File: src/rtl/i2s_sample_tx.sv
// Purpose : I2S transmitter; one 16-bit mono PCM sample per frame, sent identically in both slots.
// Latency : a held sample reaches the shifter at the next frame start; data_over follows one clk later.
// Backpres: single-entry hold register; sample_valid is ignored while it is full and not being drained.
//
// Ports:
//   clk, Reset     : system clock, synchronous active-high reset
//   sample_in/_valid : PCM sample offer from the music reader
//   play, mute     : transmit enable (stops at frame end) / send zeros while still consuming
//   data_over      : one-clk request for the next sample, raised after each shifter load
//   AUD_BCLK/AUD_DACLRCK/AUD_DACDAT : I2S bit clock, word select (0 = left), serial data MSB first
//   underrun_cnt   : saturating count of frames started without a fresh sample
module i2s_sample_tx #(
  parameter int BCLK_HALF = 8,
  parameter int SLOT_BITS = 32
) (
  input  logic        clk,
  input  logic        Reset,
  input  logic [15:0] sample_in,
  input  logic        sample_valid,
  input  logic        play,
  input  logic        mute,
  output logic        data_over,
  output logic        AUD_BCLK,
  output logic        AUD_DACLRCK,
  output logic        AUD_DACDAT,
  output logic [7:0]  underrun_cnt
);

  localparam int DW = (BCLK_HALF > 1) ? $clog2(BCLK_HALF) : 1;
  localparam int BW = $clog2(2 * SLOT_BITS);

  typedef enum logic [1:0] {IDLE, PRIME, RUN} state_t;

  state_t        state, state_nxt;
  logic [DW-1:0] div_cnt;
  logic [BW-1:0] bit_cnt;
  logic [15:0]   hold_reg;
  logic          hold_full;
  logic [15:0]   shifter;

  logic          div_tc;
  logic          bclk_fall;
  logic          frame_wrap;
  logic          frame_start;
  logic          do_load;
  logic          do_under;
  logic [BW-1:0] bit_nxt;
  logic [BW-1:0] slot_pos;
  logic          dat_nxt;

  always_ff @(posedge clk) begin
    if (Reset) state <= IDLE;
    else       state <= state_nxt;
  end

  always_comb begin
    state_nxt   = state;
    frame_start = 1'b0;
    dat_nxt     = 1'b0;

    div_tc     = (state == RUN) && (div_cnt == DW'(BCLK_HALF - 1));
    // A terminal count while BCLK is high is the 1->0 edge: the only cycle serial outputs move.
    bclk_fall  = div_tc && AUD_BCLK;
    frame_wrap = bclk_fall && (bit_cnt == BW'(2 * SLOT_BITS - 1));
    bit_nxt    = frame_wrap ? '0 : bit_cnt + BW'(1);
    slot_pos   = (bit_nxt >= BW'(SLOT_BITS)) ? bit_nxt - BW'(SLOT_BITS) : bit_nxt;

    // Position 0 is the I2S one-bit delay; the 16 sample bits follow, then zero padding.
    if (slot_pos >= BW'(1) && slot_pos <= BW'(16))
      dat_nxt = shifter[4'(16 - int'(slot_pos))];

    case (state)
      IDLE:  if (play) state_nxt = PRIME;
      PRIME: begin
        if (!play) begin
          state_nxt = IDLE;
        end else if (hold_full) begin
          state_nxt   = RUN;
          frame_start = 1'b1;
        end
      end
      RUN: begin
        if (frame_wrap) begin
          if (play) frame_start = 1'b1;
          else      state_nxt   = IDLE;
        end
      end
      default: state_nxt = IDLE;
    endcase

    do_load  = frame_start && hold_full;
    do_under = frame_start && !hold_full;
  end

  always_ff @(posedge clk) begin
    if (Reset) begin
      data_over    <= 1'b0;
      hold_reg     <= '0;
      hold_full    <= 1'b0;
      shifter      <= '0;
      underrun_cnt <= '0;
      div_cnt      <= '0;
      bit_cnt      <= '0;
      AUD_BCLK     <= 1'b0;
      AUD_DACLRCK  <= 1'b0;
      AUD_DACDAT   <= 1'b0;
    end else begin
      data_over <= do_load;

      // The hold register refills in the same cycle it drains into the shifter.
      if (sample_valid && (!hold_full || do_load)) begin
        hold_reg  <= sample_in;
        hold_full <= 1'b1;
      end else if (do_load) begin
        hold_full <= 1'b0;
      end

      if (do_load)
        shifter <= mute ? '0 : hold_reg;
      else if (do_under && mute)
        shifter <= '0;

      if (do_under && underrun_cnt != 8'hFF)
        underrun_cnt <= underrun_cnt + 8'd1;

      // Entering RUN restarts the bit clock from a known low phase at bit 0.
      if (state != RUN || state_nxt != RUN) begin
        div_cnt     <= '0;
        bit_cnt     <= '0;
        AUD_BCLK    <= 1'b0;
        AUD_DACLRCK <= 1'b0;
        AUD_DACDAT  <= 1'b0;
      end else if (div_tc) begin
        div_cnt  <= '0;
        AUD_BCLK <= ~AUD_BCLK;
        if (bclk_fall) begin
          bit_cnt     <= bit_nxt;
          AUD_DACLRCK <= (bit_nxt >= BW'(SLOT_BITS));
          AUD_DACDAT  <= dat_nxt;
        end
      end else begin
        div_cnt <= div_cnt + DW'(1);
      end
    end
  end

endmodule
File: config.mk
export PLATFORM = sky130hd
export DESIGN_NAME = i2s_sample_tx
export DESIGN_NICKNAME = d
export VERILOG_FILES = /design/src/rtl/i2s_sample_tx.sv
export SDC_FILE = /design/constraint.sdc
export NUM_CORES = 1
export LEC_CHECK = 0
export CAP_MARGIN = 20
export CELL_PAD_IN_SITES_DETAIL_PLACEMENT = 0
export CELL_PAD_IN_SITES_GLOBAL_PLACEMENT = 1
export CORE_AREA = 3 3 58 114
export DETAILED_ROUTE_END_ITERATION = 16
export DIE_AREA = 0 0 61 117
export DONT_BUFFER_PORTS = 1
export PLACE_DENSITY = 0.74
export SLEW_MARGIN = 20
export SYNTH_ARGS = -nofsm -noshare
export SYNTH_HDL_FRONTEND = slang
export SYNTH_SLANG_ARGS = --single-unit
File: constraint.sdc
create_clock -name clk -period 5.78 [get_ports clk]
set_input_delay 1.156 -clock clk [delete_from_list [all_inputs] [get_ports clk]]
set_output_delay 1.156 -clock clk [all_outputs]
set_load 0.1 [all_outputs]
# --- Word level (Yosys, flattened, before mapping) ---
# Index checks and enable logic that the tools add are counted.
op_classes:
  n_addsub: 5
  n_lt_le_gt_ge: 4
  eq_ne: 7
  mux: 22
  bitwise_logic: 1
  reduce_logical: 18
ops:
  columns: ["cell", "count"]
  rows:
  - ["two-way mux 16 bit", 3]
  - ["two-way mux 6 bit", 2]
  - ["two-way mux 2 bit", 5]
  - ["logical AND 1 bit", 9]
  - ["two-way mux 1 bit", 9]
  - ["adder 8 x 1 -> 8 bit (second input constant)", 1]
  - ["!= test 8 bit (second input constant)", 1]
  - ["adder 6 x 1 -> 6 bit (second input constant)", 1]
  - ["== test 6 bit (second input constant)", 1]
  - [">= comparator 6 x 1 -> 1 bit (second input constant)", 1]
  - [">= comparator 6 bit (second input constant)", 1]
  - ["less-or-equal comparator 6 x 5 -> 1 bit (second input constant)", 1]
  - ["< comparator 4 x 6 -> 1 bit (second input constant)", 1]
  - ["case mux 2 bit (3 select lines)", 1]
  - ["subtractor 6 bit (second input constant)", 1]
  - ["binary-select mux 1 bit (select 4 bit)", 1]
  - ["!= test 2 bit (second input constant)", 2]
  - ["nonzero test 2 bit", 2]
  - ["subtractor 1 x 4 -> 4 bit (first input constant)", 1]
  - ["adder 3 x 1 -> 3 bit (second input constant)", 1]
  - ["== test 3 bit (second input constant)", 1]
  - ["OR reduction 3 bit", 1]
  - ["== test 2 x 1 -> 1 bit (second input constant)", 1]
  - ["== test 2 bit (second input constant)", 1]
  - ["other kinds (7)", 8]
word_totals:
  ff_bits: 56
  inputBits: 21
  word_cells: 68

# --- Longest topological paths before layout ---
logic_depth:
  depth_word: 12
  depth_mapped: 12
  depth_no_buf: 8

# --- Worst setup path after synthesis ---
# No wires, ideal clock.
synth_timing:
  path_kind: "register to register"
  start: "register AUD_BCLK"
  end: "register shifter[10]"
  setup_time_ns: 0.057
  arrival_time_ns: 2.638
  path_slack_ns: 3.085
  path_stages_with_launch: 10
  n_path_buf: 3
  period_less_slack_ns: 2.695
  cell_sequence: "dfxtp_1 -> nand4_2 -> or3_1 -> buf_6 -> a21oi_4 -> nor3b_4 -> and2b_1 -> buf_6 -> buf_12 -> a22o_2"
synth_via:
  elab_chain_cells: 7
synth_lines:
  columns: ["element", "line", "rtl"]
  rows:
  - ["start: declaration", "23", "output logic AUD_BCLK,"]
  - ["start signal: assignment", "135", "AUD_BCLK <= ~AUD_BCLK;"]
  - ["logical AND 1 bit (*)", "63", "bclk_fall = div_tc && AUD_BCLK;"]
  - ["logical AND 1 bit (*)", "64", "frame_wrap = bclk_fall && (bit_cnt == BW'(2 * SLOT_BITS - 1));"]
  - ["two-way mux 1 bit (*)", "83", "if (frame_wrap) begin"]
  - ["case mux 1 bit (2 select lines) (*)", "72", "case (state)"]
  - ["logical AND 1 bit", "92", "do_under = frame_start && !hold_full;"]
  - ["logical AND 1 bit", "120", "else if (do_under && mute)"]
  - ["nonzero test 2 bit (no line)", null, null]
  - ["end signal: assignment", "119", "shifter <= mute ? '0 : hold_reg;"]
  - ["end: declaration", "39", "logic [15:0] shifter;"]
# Every way passes the cells marked *; elsewhere a longest branch is shown, timed or not.
# A chain may end at the register's enable or synchronous reset.

# --- Worst setup path after layout ---
# Ends and elaborated chain as after synthesis.

==> flow_summary.ini <==
[status]
status = finished, final reports clean

[sta]
period_minus_slack_ns = 3.17
worst_pin_slew_ns = 1.11
slew_viol_final = 0
grt_setup_unrepaired = false
post-route-period-util = 0.548
slew_headroom = 0.260
fmax_mhz = 315
finalSetupViolCount = 0
final-hold-violation-count = 0
finClkSkew_ns = 0.00623
finalSetupTns_ns = 0

[routing]
ant_nets = 0
vias = 1849
wl_per_cell_um = 16.6
wirelength_mm = 5.25
drt_pass1_iterations = 4
drt_iter0_markers = 103
drc_errors = 0
vias_per_cell = 5.83

[cts]
path_clk_slew_ns = 0.07
clkLatencyLatePin_ns = 0.30
root_buffer = clkbuf_16
cts_resized = 0
cts_hold_buffers = 0
cts_buffers = 5
post_cts.repair.setup_buffers = 0
h-tree-depth = 2
cts_tree = done
clk_path_buf_depth = 2
cts.sinks = 56

[global_routing]
grt_pass1_vias = 1885
antenna_found_initial = 0
grt.overflow.total = 0
grt_usage = 0.166
grt_max_degree = 30
grt_pass1_wl_mm = 8.94

[synth]
syn_inst = 262
async_flop_share = 0
synth_area_leader_cell = dfxtp_1
ys_ff_latch = 56
synth_nets = 292
synthTopCellsByArea = dfxtp_1 (43%), mux2i_1 (8.1%), nor2_1 (5.9%)
synth.avg_cell_area_um2 = 9.88
synth_edf_count = 0
synth_cell_types = 52
yosys_warnings = 0
yosysTopAreaCellShare = 0.433
ys_seq_area_frac = 0.433
synth_ff_type = dfxtp_1
synth_area_um2 = 2590

[floorplan]
dieArea_um2 = 7140
fp.dieH_um = 117
ios = 33
fp-row-count = 39
die_w_um = 61
initial_core_util = 0.446
core_area_um2 = 5810

[job]
drv_cap = 0

[hold_path]
min_delay_path_depth = 1
hold_path.class = flop to flop

[placement]
gp_routability_congestion = 0.768
io_buffers = 0
post-dp-hpwl_mm = 3.91

[worst_setup_path]
crit_path_end_kind = flop
crit_arrival_ns = 3.41
path_max_fanout = 16
ff2ff_path_depth = 6
critPathKind = flop to flop
start_kind = flop
worstPathRequired_ns = 6.02

[power_and_ir_drop]
p_leak_nw = 1.09
p_per_area_nw_per_um2 = 283
vdd_ir_drop_max_mv = 0.237

[finish]
fin_nets = 285
diodes = 0
fin_util = 0.475
drive_gt1_frac = 0.156
regArea_um2 = 1120
multi_input_area_um2 = 1360
area_delta_synth_final_pct = 6.48
fillers = 561
==> layout make-up <==
class | count | share of cell area
clock inverters | 2 | 0.0141
flip-flops and latches | 56 | 0.407
inverters | 8 | 0.0109
well taps | 61 | 0.0277
clock buffers | 6 | 0.0468
multi-input cells | 184 | 0.494
==> worst paths after layout <==
kind                   start           to  slack, ns
hold reg to reg   div_cnt[0]   div_cnt[0]       0.43
hold / removal    div_cnt[0]   div_cnt[0]       0.43
setup / recovery    AUD_BCLK  shifter[10]       2.61
setup reg to reg    AUD_BCLK  shifter[10]       2.61
==> routing by layer <==
metal | track usage | up-vias | wire, µm
met3 | 0.0373 | 7 | 160
met5 | 0 | - | 0
li1 | - | 932 | -
met4 | 0.0593 | 0 | 82
met1 | 0.184 | 878 | 2120
met2 | 0.299 | 32 | 2890
==> synthesized netlist by cell type, types with 3 or more instances <==
| cell type | n |
|---|---|
| nor2_1 | 41 |
| xor2_1 | 7 |
| o22ai_1 | 3 |
| clkbuf_1 | 6 |
| and3_1 | 5 |
| dfxtp_1 | 56 |
| a21oi_1 | 9 |
| o21ai_0 | 4 |
| inv_1 | 8 |
| a31oi_1 | 4 |
| nor3_1 | 3 |
| nand4_1 | 5 |
| mux2i_1 | 21 |
| xnor2_1 | 3 |
| ha_1 | 9 |
| a22o_2 | 15 |
| nand2_1 | 17 |
==> stage by stage <==
step / std cells / area (µm²) / worst slack, ns / hold WS, ns / power (mW)
6_report: 317 / 2760 / 2.61 / 0.426 / 0.781
5_1_grt: 317 / 2760 / 2.42 / 0.450 / 0.812
4_1_cts: 317 / 2750 / 2.63 / 0.431 / 0.791
3_5_place_dp: 309 / 2580 / 2.65 / 0.421 / 0.446
3_3_place_gp: 309 / 2580 / 2.75 / 0.416 / 0.445
2_1_floorplan: 262 / 2590 / 3.08 / 0.404 / 0.441
==> cells by family (layout without fill, tap and decap cells) <==
logic type / after synthesis / count (layout) / synth area share
buffers and inverters: 22 / 16 / 0.0483
AO/OA/AOI/OAI: 50 / 50 / 0.156
adder cells (fa/ha/maj): 9 / 9 / 0.0435
AND/OR/NAND/NOR: 90 / 90 / 0.178
XOR/XNOR: 10 / 10 / 0.0338
flip-flops: 56 / 56 / 0.433
multiplexers: 25 / 25 / 0.107
==> placed cells by master, fill, tap and decap left out, drive strengths merged, types with 6 or more instances in the layout <==
master,count
inv,9
nand4,6
ha,9
xor2,7
clkbuf,6
nor2,41
a22o,16
nand2,17
a21oi,10
mux2i,21
and3,6
dfxtp,56
==> where the power goes <==
part | switching (mW) | leakage, nW | internal [mW]
Clock | 0.138 | 0.0815 | 0.206
Sequential | 0.00637 | 0.454 | 0.394
Combinational | 0.0200 | 0.552 | 0.0160
Total | 0.164 | 1.09 | 0.617
==> critical path, stage by stage (launching register included) <==
cell,delay [ns]
dfxtp_1,1.03
nand4_2,0.28
or3_1,0.57
a21oi_4,0.28
nor3b_4,0.23
and2b_1,0.48
a22o_2,0.24
Note: power is estimated with default switching activity, not from simulation.
